--- config.mk ---
export PLATFORM = sky130hd
export DESIGN_NAME = mux4_rr_arbiter
export DESIGN_NICKNAME = d
export VERILOG_FILES = /design/src/rtl/mux4_rr_arbiter_pkg.sv /design/src/rtl/mux4_rr_arbiter_rr_pick4.sv /design/src/rtl/mux4_rr_arbiter.sv
export SDC_FILE = /design/constraint.sdc
export NUM_CORES = 1
export LEC_CHECK = 0
export ABC_CLOCK_PERIOD_IN_PS = 2100
export BUFFER_PORTS_ARGS = -buffer_cell sky130_fd_sc_hd__buf_2
export CAP_MARGIN = 20
export CORE_UTILIZATION = 30
export CTS_BUF_LIST = sky130_fd_sc_hd__clkbuf_8
export CTS_CLUSTER_SIZE = 24
export DETAILED_ROUTE_END_ITERATION = 7
export PLACE_DENSITY = 0.49
export SYNTH_ARGS = -nofsm -noshare
export SYNTH_HDL_FRONTEND = slang
export SYNTH_SLANG_ARGS = --single-unit
--- constraint.sdc ---
create_clock -name clk -period 2.1 [get_ports clk]
set_input_delay 0.315 -clock clk [delete_from_list [all_inputs] [get_ports clk]]
set_output_delay 0.315 -clock clk [all_outputs]
set_load 0.03 [all_outputs]
--- src/rtl/mux4_rr_arbiter_pkg.sv ---
// -----------------------------------------------------------------------------
// mux4_arb_pkg
//   Shared definitions for the 4-requester round-robin mux arbiter:
//   arbiter state encoding, requester count, select width and the default
//   forced-release hold limit.
// -----------------------------------------------------------------------------
package mux4_arb_pkg;

  localparam int NREQ         = 4;
  localparam int SELW         = 2;
  localparam int MAX_HOLD_DEF = 16;

  typedef enum logic [1:0] {
    IDLE  = 2'd0,
    GRANT = 2'd1,
    GAP   = 2'd2
  } arb_state_e;

endpackage

--- src/rtl/mux4_rr_arbiter_rr_pick4.sv ---
// -----------------------------------------------------------------------------
// rr_pick4
//   Combinational rotating-priority pick over four requests. The candidate at
//   ptr has highest priority, then ptr+1, ptr+2, ptr+3 (mod 4).
//
//   Ports
//     req    [3:0] : request vector
//     ptr    [1:0] : index holding highest priority
//     hit          : at least one request is present
//     idx    [1:0] : index of the winning requester (ptr when no hit)
//     onehot [3:0] : one-hot form of idx, all zero when no hit
// -----------------------------------------------------------------------------
module rr_pick4
  import mux4_arb_pkg::*;
(
  input  logic [NREQ-1:0] req,
  input  logic [SELW-1:0] ptr,
  output logic            hit,
  output logic [SELW-1:0] idx,
  output logic [NREQ-1:0] onehot
);

  logic [SELW-1:0] cand;

  // Walk from the farthest offset down to offset 0 so the last match written
  // is the one closest to ptr, i.e. the highest-priority requester.
  always_comb begin
    hit  = 1'b0;
    idx  = ptr;
    cand = ptr;
    for (int k = NREQ - 1; k >= 0; k--) begin
      cand = ptr + SELW'(k);
      if (req[cand]) begin
        hit = 1'b1;
        idx = cand;
      end
    end
    onehot = hit ? (NREQ'(1) << idx) : '0;
  end

endmodule

--- src/rtl/mux4_rr_arbiter.sv ---
// -----------------------------------------------------------------------------
// mux4_rr_arbiter
//   Round-robin arbiter owning the select of a shared 4:1 one-bit mux. One
//   requester is granted at a time and keeps the grant until it drops its
//   request; a one-cycle GAP follows every release, during which the next
//   owner is chosen starting after the previous owner. The selected data bit
//   is registered onto y one cycle behind the grant.
//
//   Optional feature macro: MUX4_ARB_TIMEOUT_EN
//     When defined, an owner that has held the grant for MAX_HOLD cycles is
//     forced off if any other requester is waiting.
//
//   Parameters
//     MAX_HOLD : forced-release limit in GRANT cycles (2..255), timeout only
//
//   Ports
//     clk        : clock, rising edge
//     rst_n      : asynchronous active-low reset
//     req  [3:0] : per-requester request, held high while the mux is needed
//     d    [3:0] : per-requester data bit, d[i] is mux input i
//     gnt  [3:0] : one-hot grant or zero
//     sel  [1:0] : index of the granted requester; the external mux has s0
//                  wired to sel[1] and s1 to sel[0]
//     y          : registered d[sel]
//     y_vld      : y was captured while a grant was active
//     busy       : a grant is active
// -----------------------------------------------------------------------------
module mux4_rr_arbiter
  import mux4_arb_pkg::*;
#(
  parameter int MAX_HOLD = MAX_HOLD_DEF
) (
  input  logic            clk,
  input  logic            rst_n,
  input  logic [NREQ-1:0] req,
  input  logic [NREQ-1:0] d,
  output logic [NREQ-1:0] gnt,
  output logic [SELW-1:0] sel,
  output logic            y,
  output logic            y_vld,
  output logic            busy
);

  if (MAX_HOLD < 2 || MAX_HOLD > 255) begin : g_bad_max_hold
    $error("mux4_rr_arbiter: MAX_HOLD must be in 2..255");
  end

  arb_state_e      state_q, state_d;
  logic [SELW-1:0] ptr_q, ptr_d;
  logic [SELW-1:0] sel_q, sel_d;
  logic [NREQ-1:0] gnt_q, gnt_d;
  logic            y_p1, y_vld_p1;

  logic            pick_hit;
  logic [SELW-1:0] pick_idx;
  logic [NREQ-1:0] pick_onehot;
  logic            owner_req;
  logic            force_rel;

  rr_pick4 u_pick (
    .req    (req),
    .ptr    (ptr_q),
    .hit    (pick_hit),
    .idx    (pick_idx),
    .onehot (pick_onehot)
  );

  assign owner_req = req[sel_q];

`ifdef MUX4_ARB_TIMEOUT_EN
  logic [7:0] hold_cnt_q, hold_cnt_d;
  logic       hold_last;
  logic       others_req;

  // hold_cnt_q counts GRANT cycles already completed; the current cycle is
  // number hold_cnt_q+1, so the limit is reached when that equals MAX_HOLD.
  assign hold_last  = (9'(hold_cnt_q) + 9'd1) >= 9'(MAX_HOLD);
  assign others_req = |(req & ~gnt_q);
  assign force_rel  = hold_last & others_req;

  // Held at zero outside GRANT so every new grant starts from a cleared
  // count; saturates once the limit is reached with nobody waiting.
  always_comb begin
    hold_cnt_d = hold_cnt_q;
    if (state_q != GRANT) begin
      hold_cnt_d = '0;
    end else if (!hold_last) begin
      hold_cnt_d = hold_cnt_q + 8'd1;
    end
  end

  always_ff @(posedge clk or negedge rst_n) begin
    if (!rst_n) begin
      hold_cnt_q <= '0;
    end else begin
      hold_cnt_q <= hold_cnt_d;
    end
  end
`else
  assign force_rel = 1'b0;
`endif

  // Arbitration happens only in IDLE and GAP, so a release and a competing
  // request on the same edge always pass through one dead GAP cycle.
  always_comb begin
    state_d = state_q;
    ptr_d   = ptr_q;
    sel_d   = sel_q;
    gnt_d   = gnt_q;
    case (state_q)
      IDLE, GAP: begin
        if (pick_hit) begin
          state_d = GRANT;
          sel_d   = pick_idx;
          gnt_d   = pick_onehot;
        end else begin
          state_d = IDLE;
          gnt_d   = '0;
        end
      end
      GRANT: begin
        if (!owner_req || force_rel) begin
          state_d = GAP;
          gnt_d   = '0;
          ptr_d   = sel_q + SELW'(1);
        end
      end
      default: begin
        state_d = IDLE;
        gnt_d   = '0;
      end
    endcase
  end

  // ---- stage p0: arbitration state, pointer, select and grant ----
  always_ff @(posedge clk or negedge rst_n) begin
    if (!rst_n) begin
      state_q <= IDLE;
      ptr_q   <= '0;
      sel_q   <= '0;
      gnt_q   <= '0;
    end else begin
      state_q <= state_d;
      ptr_q   <= ptr_d;
      sel_q   <= sel_d;
      gnt_q   <= gnt_d;
    end
  end

  // ---- stage p1: registered mux output, one cycle behind the grant ----
  always_ff @(posedge clk or negedge rst_n) begin
    if (!rst_n) begin
      y_p1     <= 1'b0;
      y_vld_p1 <= 1'b0;
    end else if (state_q == GRANT) begin
      y_p1     <= d[sel_q];
      y_vld_p1 <= 1'b1;
    end else begin
      y_p1     <= 1'b0;
      y_vld_p1 <= 1'b0;
    end
  end

  assign gnt   = gnt_q;
  assign sel   = sel_q;
  assign y     = y_p1;
  assign y_vld = y_vld_p1;
  assign busy  = |gnt_q;

endmodule

=== Yosys cells after proc, flatten, opt, wreduce, memory -nomap -nowiden ===
Cells that the tools add are included.
Widths: inputs -> output; s select.

* Add/sub/neg operators: 4
* $lt $le $gt $ge: 5
* Equal/unequal tests: 3
* Shift operators: 1
* Multiplexer cells: 28
* Bitwise logic cells: 1
* Reduce and logical (&&, ||, !) cells: 5

{| class="wikitable"
|+ Operator list
! operator !! number
|-
| $lt 2x3->1 const B || 5
|-
| $mux 1 || 13
|-
| $bmux 1 s2 || 6
|-
| $mux 2 || 5
|-
| $mux 4 || 2
|-
| $pmux 4 s2 || 1
|-
| $add 2x1->2 const B || 2
|-
| $add 2x2->2 const B || 2
|-
| $pmux 2 s2 || 1
|-
| $reduce_and 2->1 || 2
|-
| $reduce_or 4->1 || 1
|-
| $shl 1x2->4 const A || 1
|-
| $eq 2x1->1 const B || 1
|-
| $eq 2x2->1 const B || 1
|-
| $logic_not 2->1 || 1
|-
| $ne 2x2->1 const B || 1
|-
| $reduce_or 2->1 || 1
|-
| $not 1->1 || 1
|}

* Bits in registers: 12
* Bits of input ports: 10
* Logic and storage cells: 53

=== Longest topological paths before layout ===
Gate-level depths: netlist of the first run.

* Depth in word-level cells: 10
* Mapped depth: 4
* Mapped depth without buffers: 4

=== Modules after synthesis ===
A second synthesis of the first run with hierarchy kept.

* Cell total of the unflattened synthesis: 73
* Area, all modules: 740.7 um2

{| class="wikitable"
|+ By module, submodules not included
! module !! instances !! cells each !! area each (um2) !! sequential area each (um2)
|-
| mux4_rr_arbiter || 1 || 44 || 565.5 || 300.3
|-
| rr_pick4 || 1 || 29 || 175.2 || 0.0
|}

=== Worst setup path before layout of the first run ===
No wires, ideal clock.

* Kind: reg-to-reg
* From: register sel_q[0], in the netlist sel[0]
* To: register state_q[0]
* Library setup time: 124 ps
* Data arrival time: 1560 ps
* Required time: 1976 ps
* Slack: 415 ps
* Stages on the path, launching flop included: 4
* Path buffers: 0
* Cells stage by stage: dfrtp_1 > mux4_2 > and2_4 > or2_1

* Word-level cells in the longest chain between the ends: 3

{| class="wikitable"
|+ Ends and longest elaborated chain
! what !! RTL line !! source
|-
| from (decl) || mux4_rr_arbiter.sv:50 || <nowiki>logic [SELW-1:0] sel_q, sel_d;</nowiki>
|-
| from (signal assigned) || mux4_rr_arbiter.sv:145 || <nowiki>sel_q <= sel_d;</nowiki>
|-
| $bmux 1 s2 || mux4_rr_arbiter.sv:68 || <nowiki>assign owner_req = req[sel_q];</nowiki>
|-
| $mux 1 (not written as such) || mux4_rr_arbiter.sv:68 ||
|-
| $ne 2x2->1 (no source line) || n/a ||
|-
| to (signal assigned) || mux4_rr_arbiter.sv:143 || <nowiki>state_q <= state_d;</nowiki>
|-
| to (decl) || mux4_rr_arbiter.sv:48 || <nowiki>arb_state_e state_q, state_d;</nowiki>
|}

Every way passes these cells. The select of a mux whose other input is x is not followed.
A chain may end at the register's enable or synchronous reset.

=== Worst setup path after layout of the first run ===
* From: register gnt_q[1], in the netlist gnt[1]
* To: output busy

* Word-level cells in the longest chain between the ends: 1

{| class="wikitable"
|+ Ends and longest elaborated chain
! what !! RTL line !! source
|-
| from (decl) || mux4_rr_arbiter.sv:51 || <nowiki>logic [NREQ-1:0] gnt_q, gnt_d;</nowiki>
|-
| from (signal assigned) || mux4_rr_arbiter.sv:146 || <nowiki>gnt_q <= gnt_d;</nowiki>
|-
| $reduce_or 4->1 || mux4_rr_arbiter.sv:168 || <nowiki>assign busy = |gnt_q;</nowiki>
|-
| to (decl) || mux4_rr_arbiter.sv:41 || <nowiki>output logic busy</nowiki>
|}

Every way passes these cells.

==> impl_metrics.yaml, run 1 <==
timing:
  finalMaxSlewViolations: 0
  hold_viol_final: 0
  rsz0062_at_grt: "false"
  tightest_slew_ns: 0.365
  fin_setup_tns_ns: 0
  post-route-period-util: 0.784
  max_freq_ghz: 0.608
  setup_slack_ns: 0.454
  setup_violations: 0
  skew_ns: 0.00336
  period_minus_slack_ns: 1.65
  relSlewSlack: 0.756
drt:
  vias_per_cell: 5.02
  dr.pass1.iters: 4
  post_drt_wl_per_cell_um: 13.1
  routed_wl_mm: 1.29
  vias: 492
  ant_nets: 0
  drt_iter0_drc: 3
  drcViolationCount: 0
critical_path:
  critPathLaunchType: "flop"
  slowest_delay_ns: 0.51
  reg2reg_to: "state_q[0]"
  required_ns: 1.78
  crit_chain: "or4_1 > buf_2"
  r2r_slack_ns: 0.53
  cpMaxStageDelayCell: "or4_1"
  arrival_ns: 1.33
  r2r_cells: 3
  path_max_fanout: 3
  path_class: "reg -> out"
  crit_path_end_kind: "output port"
  r2r_start: "sel[0]"
layout:
  layout_commonest_cell: "buf_2"
  layout_common_cells: "18 x buf_2, 12 x dfrtp_1, 8 x nor2_1"
  drive_gt1_frac: 0.397
  finish.utilization: 0.429
  ff_latch_area_um2: 300
  instances_no_fill: 98
  fillerInstances: 186
  layout.nets: 85
  syn_to_final_growth_pct: 28.8
  num_antenna_cells: 0
  multiInputGateArea_um2: 297
clocking:
  clk_pin_slew_worst_paths_ns: 0.05
  cts.path.max_buffers: 2
  clkSinkCount: 12
  cts_tree: "yes"
  clkLatencyLatePin_ns: 0.24
  cts_resized: 0
  root_buffer: "clkbuf_8"
  post_cts_buffers: 0
  htree_levels: 1
  ctsHoldBuffers: 1
  cts_made_buffers: 3
yosys:
  yosys_warnings: 0
  postSynthCellCount: 51
  seq_area_frac_synth: 0.500
  yosys_register_bits: 12
  syn_area_per_cell_um2: 11.8
  synth_area_leaders: "dfrtp_1 50%, mux4_2 7.5%, nor2_1 5.0%"
  yosysTopAreaCellShare: 0.500
  syn_nets: 61
  ys_types: 24
  yosysTopAreaCell: "dfrtp_1"
  syn-cell-area_um2: 601
hold_path:
  hold_start: "state_q[1]"
  hold_path.class: "reg -> reg"
  hold_depth: 1
  min_to: "y_vld"
power_and_ir_drop:
  comb_power_share: 0.498
  powerDensity_nw_per_um2: 1690
  p_int_mw: 0.724
  peakVddDrop_mv: 0.509
  p_leak_nw: 0.354
  power_mw: 1.31
  p_clk_frac: 0.160
  p_sw_mw: 0.586
  seqPwrFrac: 0.342
  p_sw_frac: 0.447
placed_design:
  dpl.hpwl_um: 937
  gp_congestion: 0.712
  pre_cts_slack_ns: 0.546
  dp.cells: 94
  placement.io_buffers: 18
grt:
  grt_overflow_total: 0
  grt_pass1_vias: 441
  grt_max_degree: 13
  grt_antenna_before_repair: 0
  track_usage: 0.141
  grt_pass1_wl_mm: 2.04
job:
  drv_cap: 0
die:
  coreArea_um2: 1800
  initial_core_util: 0.333
  num_io_pins: 19
  rows: 15
  die_w_um: 46.7
  die-area_um2: 2180
  die_h_um: 46.7
run_status:
  run_status: "completed"
[kinds of logic (layout without fill, tap and decap cells)]
| kind of cell | after synthesis | after routing | share of synthesized area |
|---|---|---|---|
| and+or+nand+nor | 20 | 20 | 0.188 |
| muxes | 3 | 3 | 0.0937 |
| xor gates and xnor gates | 1 | 1 | 0.0146 |
| DFF | 12 | 12 | 0.500 |
| AOI/OAI and AO/OA | 14 | 14 | 0.198 |
| buffers and inverters | 1 | 23 | 0.00624 |
[worst max-delay path by stage]
stage | cells after the start | start | end | slack [ns]
floorplan | 3 | sel[0] | state_q[0] | 0.42
finish | 2 | gnt[1] | busy | 0.45
global placement | 3 | sel[0] | state_q[0] | 0.56
CTS | 2 | gnt[1] | busy | 0.44
detailed placement | 3 | sel[0] | state_q[0] | 0.55
global route | 2 | gnt[1] | busy | 0.42
[critical path: cells and delay by family (launching register included)]
family | cells | cell delay, ns
DFF | 1 | 0.38
and+or+nand+nor | 1 | 0.51
buffers and inverters | 1 | 0.19
[through the flow]
stage	hold slack [ns]	instance area, µm²
2_1_floorplan	0.0194	601
3_3_place_gp	0.207	722
3_5_place_dp	0.207	722
4_1_cts	0.447	773
5_1_grt	0.469	773
6_report	0.441	773
[power by group through the flow]
stage | Sequential [mW] | Clock [mW] | Combinational [mW]
after floorplan | 0.574 | 0 | 0.348
after global placement | 0.454 | 0 | 0.649
after detailed placement | 0.453 | 0 | 0.650
after CTS | 0.450 | 0.211 | 0.657
after global routing | 0.467 | 0.224 | 0.705
final | 0.448 | 0.210 | 0.652
[Yosys cell counts]
library cell and instances:
xnor2_1 1, or2_1 1, o211a_2 1, a21oi_1 4
a211o_1 1, dfrtp_1 12, mux4_2 2, mux2_1 1
a221o_1 1, nand2_1 2, nor2b_2 1, and2_1 1
o211ai_1 1, a32o_1 2, and2_4 1, inv_1 1
nor4_2 1, o21ai_1 1, or4_1 1, o41ai_1 1
nor2b_1 4, nor2_1 8, o22ai_2 1, o41ai_2 1
[registers in the layout, summed over array words and instances, names as in the netlist]
name	flops
sel	2
ptr_q	2
gnt	4
y_vld	1
state_q	2
y	1
[metal layers]
| metal | global-route usage | share of wire | vias up |
|---|---|---|---|
| li1 | - | - | 240 |
| met1 | 0.181 | 0.48 | 232 |
| met2 | 0.206 | 0.46 | 15 |
| met3 | 0.0346 | 0.033 | 5 |
| met4 | 0.103 | 0.024 | 0 |
| met5 | 0 | 0 | - |
[final cells by class]
cell class,instances,area share
flip-flops and latches,12,0.388
repair buffers,19,0.129
clock buffers,3,0.0534
multi-input cells,38,0.383
inverters,1,0.00485
well taps,25,0.0405
Power figures use the tool's default switching activity.
==> run 2, diff against run 1 <==
- ABC_CLOCK_PERIOD_IN_PS: 2100 -> 1400
- PLACE_DENSITY: 0.49 -> 0.51
- clock period: 2.1 -> 1.4 ns (I/O delays scaled with it)
==> run 2 against run 1 <==
Against the previous run:
- the flow now finishes with violations (negative setup slack)
- hold slack worse by 0.063 ns
- first-iteration DRC count increased to 3.0 times the previous value
- sequential share of layout area fell by 4.3 points
- total power up 74%
- critical path type unchanged
- highest routed layer unchanged
==> impl_metrics.yaml, run 2 (synthesis gave the netlist of run 1 again) <==
clocking:
  clkSinkCount: 12
  htree_levels: 1
  cts.path.max_buffers: 2
  cts_made_buffers: 3
  clkLatencyLatePin_ns: 0.24
  root_buffer: "clkbuf_8"
  cts_tree: "yes"
  clk_pin_slew_worst_paths_ns: 0.05
drt:
  vias_per_cell: 4.88
  vias: 522
  ant_nets: 0
  drcViolationCount: 0
  drt_iter0_drc: 9
  dr.pass1.iters: 4
  routed_wl_mm: 1.29
  post_drt_wl_per_cell_um: 12.1
timing:
  rsz0062_at_grt: "true"
  fin_setup_tns_ns: -0.106
  hold_viol_final: 0
  whs_ns: 0.379
  skew_ns: 0.00251
  finalMaxSlewViolations: 0
  relSlewSlack: 0.714
  period_minus_slack_ns: 1.51
  setup_violations: 2
  tightest_slew_ns: 0.428
  max_freq_ghz: 0.664
  post-route-period-util: 1.08
  setup_slack_ns: -0.105
run_status:
  violations: "negative setup slack"
  run_status: "complete, but fails checks"
die:
  die_h_um: 46.7
  initial_core_util: 0.333
  rows: 15
  die_w_um: 46.7
  die-area_um2: 2180
  coreArea_um2: 1800
  num_io_pins: 19
job:
  drv_cap: 0
layout:
  drive_gt1_frac: 0.512
  final_area_um2: 873
  largest_reg_flops: 4
  layout_commonest_cell: "buf_2"
  layout.nets: 93
  layout_common_cells: "17 x buf_2, 11 x dfrtp_1, 8 x nor2_1, 8 x buf_4"
  fillerInstances: 184
  syn_to_final_growth_pct: 45.4
  instances_no_fill: 107
  finish.utilization: 0.485
  num_antenna_cells: 0
power_and_ir_drop:
  p_leak_nw: 0.412
  power_mw: 2.28
  powerDensity_nw_per_um2: 2610
  peakVddDrop_mv: 1.11
hold_path:
  hold_path.class: "in -> async"
placed_design:
  gp_congestion: 0.745
  placed_area_um2: 764
  placement.io_buffers: 18
  dp.cells: 99
  pre_cts_slack_ns: 0.0403
  dpl.hpwl_um: 970
critical_path:
  arrival_ns: 1.30
  r2r_slack_ns: 0
  required_ns: 1.19
  r2r_cells: 3
  r2r_start: "sel[0]"
  path_max_fanout: 2
  reg2reg_to: "state_q[0]"
  critPathLaunchType: "flop"
  crit_path_end_kind: "output port"
  path_class: "reg -> out"
grt:
  grt_pass1_vias: 481
  track_usage: 0.140
  grt_overflow_total: 0
  grt_pass1_wl_mm: 2.04
  grt_antenna_before_repair: 0
  grt_max_degree: 13
run 2: changes by cell type in the layout (fill, tap and decap cells not counted), sizes merged:
| cell | change |
|---|---|
| buf | +8 |
| clkbuf | +1 |
run 2: area by class of cell:
cell class,instances,area (µm²),share of cell area
inverters,1,3.75,0.00430
repair buffers,27,166,0.191
clock buffers,4,55.1,0.0630
flip-flops and latches,12,302,0.345
well taps,25,31.3,0.0358
multi-input cells,38,315,0.361
run 2: critical path: stages, from the launching register on:
cell and delay [ns]:
dfrtp_1 0.37, or4_4 0.53, buf_6 0.15
run 2: what timing repair did:
item                                    CTS  global route
gates cloned                              0             0
setup buffers                             2             1
endpoints found under the setup margin    1             7
hold buffers                              1             0
hold endpoints to repair                 12             0
resized for setup                         2             3
run 2: report_power, final:
group,leakage (nW),internal (mW),switching [mW]
sequential,0.147,0.513,0.113
clock,0.0288,0.248,0.127
combinational,0.236,0.592,0.686
run 2: worst max-delay path by stage:
| stage | cells past startpoint | startpoint | to | slack, ns |
|---|---|---|---|---|
| floorplan | 3 | sel[0] | state_q[0] | -0.12 |
| global placement | 5 | req[2] | gnt[0] | 0.04 |
| detailed placement | 3 | sel[0] | state_q[0] | 0.04 |
| CTS | 2 | gnt[1] | busy | -0.11 |
| global route | 2 | gnt[1] | busy | -0.14 |
| finish | 2 | gnt[1] | busy | -0.11 |
run 2: layer usage:
metal  vias to the layer above  track usage  wire, µm
met4                         0       0.0857        29
met5                         -            0         0
li1                        256            -         -
met2                        13        0.219       612
met1                       249        0.165       588
met3                         4       0.0462        63
==> run 3, diff against run 2 <==
- CELL_PAD_IN_SITES_DETAIL_PLACEMENT: default -> 0
- CELL_PAD_IN_SITES_GLOBAL_PLACEMENT: default -> 1
- PLACE_DENSITY: 0.51 -> 0.63
==> run 3 against run 2 <==
Against the previous run:
- the flow still finishes with violations (negative setup slack)
- via count shrank 1.3%
- critical path type unchanged
- clock skew is essentially flat
- wire length grew 1.5%
- largest power group unchanged
- highest routed layer unchanged
- clock power is essentially flat
- global-route usage grew 0.96 points
- worst setup slack lost 0.0075 ns
- total power shrank 1.8%
- combinational power shrank 3%
- clock-buffer cell count is the same
- non-clock buffer count shrank 1
- sequential share of layout area grew 0.60 points
- die area is the same
==> impl_metrics.yaml, run 3 (synthesis gave the netlist of run 1 again) <==
timing:
  setup_slack_ns: -0.113
  finalMaxSlewViolations: 0
  skew_ns: 0.00280
  period_minus_slack_ns: 1.51
  post-route-period-util: 1.08
  max_freq_ghz: 0.661
  tightest_slew_ns: 0.406
  whs_ns: 0.391
  fin_setup_tns_ns: -0.113
  rsz0062_at_grt: "true"
  relSlewSlack: 0.729
  setup_violations: 1
  hold_viol_final: 0
placed_design:
  placement.io_buffers: 18
  dpl.hpwl_um: 981
  gp_congestion: 0.719
power_and_ir_drop:
  seqPwrFrac: 0.278
  peakVddDrop_mv: 1.29
  comb_power_share: 0.556
  powerDensity_nw_per_um2: 2610
  p_leak_nw: 0.403
  power_mw: 2.24
  p_int_mw: 1.32
  p_clk_frac: 0.166
  p_sw_mw: 0.917
  p_sw_frac: 0.410
critical_path:
  arrival_ns: 1.30
  reg2reg_to: "gnt[0]"
  path_max_fanout: 2
  crit_path_end_kind: "output port"
  critPathLaunchType: "flop"
  path_class: "reg -> out"
  r2r_cells: 3
  r2r_slack_ns: 0.04
  required_ns: 1.19
  r2r_start: "sel[0]"
drt:
  drt_iter0_drc: 3
  dr.pass1.iters: 2
  vias_per_cell: 4.86
  drcViolationCount: 0
  post_drt_wl_per_cell_um: 12.4
  routed_wl_mm: 1.31
  ant_nets: 0
  vias: 515
run_status:
  run_status: "complete, but fails checks"
  violations: "negative setup slack"
grt:
  grt_pass1_wl_mm: 2.25
  grt_overflow_total: 0
  grt_pass1_vias: 513
  grt_max_degree: 13
  grt_antenna_before_repair: 0
  track_usage: 0.149
clocking:
  htree_levels: 1
  root_buffer: "clkbuf_8"
  clk_pin_slew_worst_paths_ns: 0.05
  clkLatencyLatePin_ns: 0.24
  cts.path.max_buffers: 2
  cts_made_buffers: 3
  cts_tree: "yes"
  clkSinkCount: 12
layout:
  layout_common_cells: "17 x buf_2, 11 x dfrtp_1, 8 x nor2_1"
  layout_commonest_cell: "buf_2"
  syn_to_final_growth_pct: 42.9
  layout.nets: 92
  num_antenna_cells: 0
  largest_reg_flops: 4
  drive_gt1_frac: 0.494
die:
  die_w_um: 46.7
  rows: 15
  die-area_um2: 2180
  initial_core_util: 0.333
  num_io_pins: 19
  coreArea_um2: 1800
  die_h_um: 46.7
job:
  drv_cap: 0
hold_path:
  hold_path.class: "in -> async"
## run 3: critical path: stages, from the launching register on
cell     delay [ns]
dfrtp_1        0.38
or4_4          0.53
buf_6          0.15
## run 3: layout make-up
| class | instances | area [µm²] |
|---|---|---|
| clock buffer | 4 | 55.1 |
| fill | 174 | 943 |
| inverter | 1 | 3.75 |
| multi-input combinational | 38 | 308 |
| sequential | 12 | 302 |
| tap | 25 | 31.3 |
| timing repair buffer | 26 | 159 |
## run 3: worst max-delay path by stage
stage | start | endpoint | slack [ns] | depth (start not counted)
2_1_floorplan | sel[0] | state_q[0] | -0.12 | 3
3_5_place_dp | sel[0] | gnt[0] | 0.04 | 3
5_1_grt | gnt[1] | busy | -0.15 | 2
4_1_cts | gnt[0] | busy | -0.11 | 2
3_3_place_gp | sel[0] | state_q[0] | 0.06 | 3
6_report | gnt[1] | busy | -0.11 | 2
## run 3: metrics by stage
step / setup slack, ns / util / std cells / cell area [µm²]
2_1_floorplan: -0.118 / - / 51 / 606
3_3_place_gp: 0.0566 / 0.420 / 98 / 757
3_5_place_dp: 0.0443 / 0.420 / 98 / 757
4_1_cts: -0.111 / 0.468 / 105 / 843
5_1_grt: -0.149 / 0.476 / 106 / 858
6_report: -0.113 / 0.476 / 106 / 858
## run 3: what timing repair did
action	in CTS	in global routing
setup buffers	2	1
gates cloned	0	0
hold buffers	1	0
gates resized for setup	2	1
hold endpoints to repair	12	0
endpoints found under the setup margin	1	2
pin swaps	1	1
## run 3: metal layers
metal  track usage  routed length [µm]
met3        0.0692                  75
met1         0.182                 624
met2         0.250                 609
met5             0                   0
met4        0.0171                   4
## run 3: power by group through the flow
stage	Clock (mW)	Combinational [mW]	Sequential (mW)
after global placement	0	1.12	0.636
final	0.373	1.24	0.621
after detailed placement	0	1.13	0.632
after global routing	0.404	1.34	0.642
after CTS	0.381	1.22	0.618
after floorplan	0	0.551	0.868
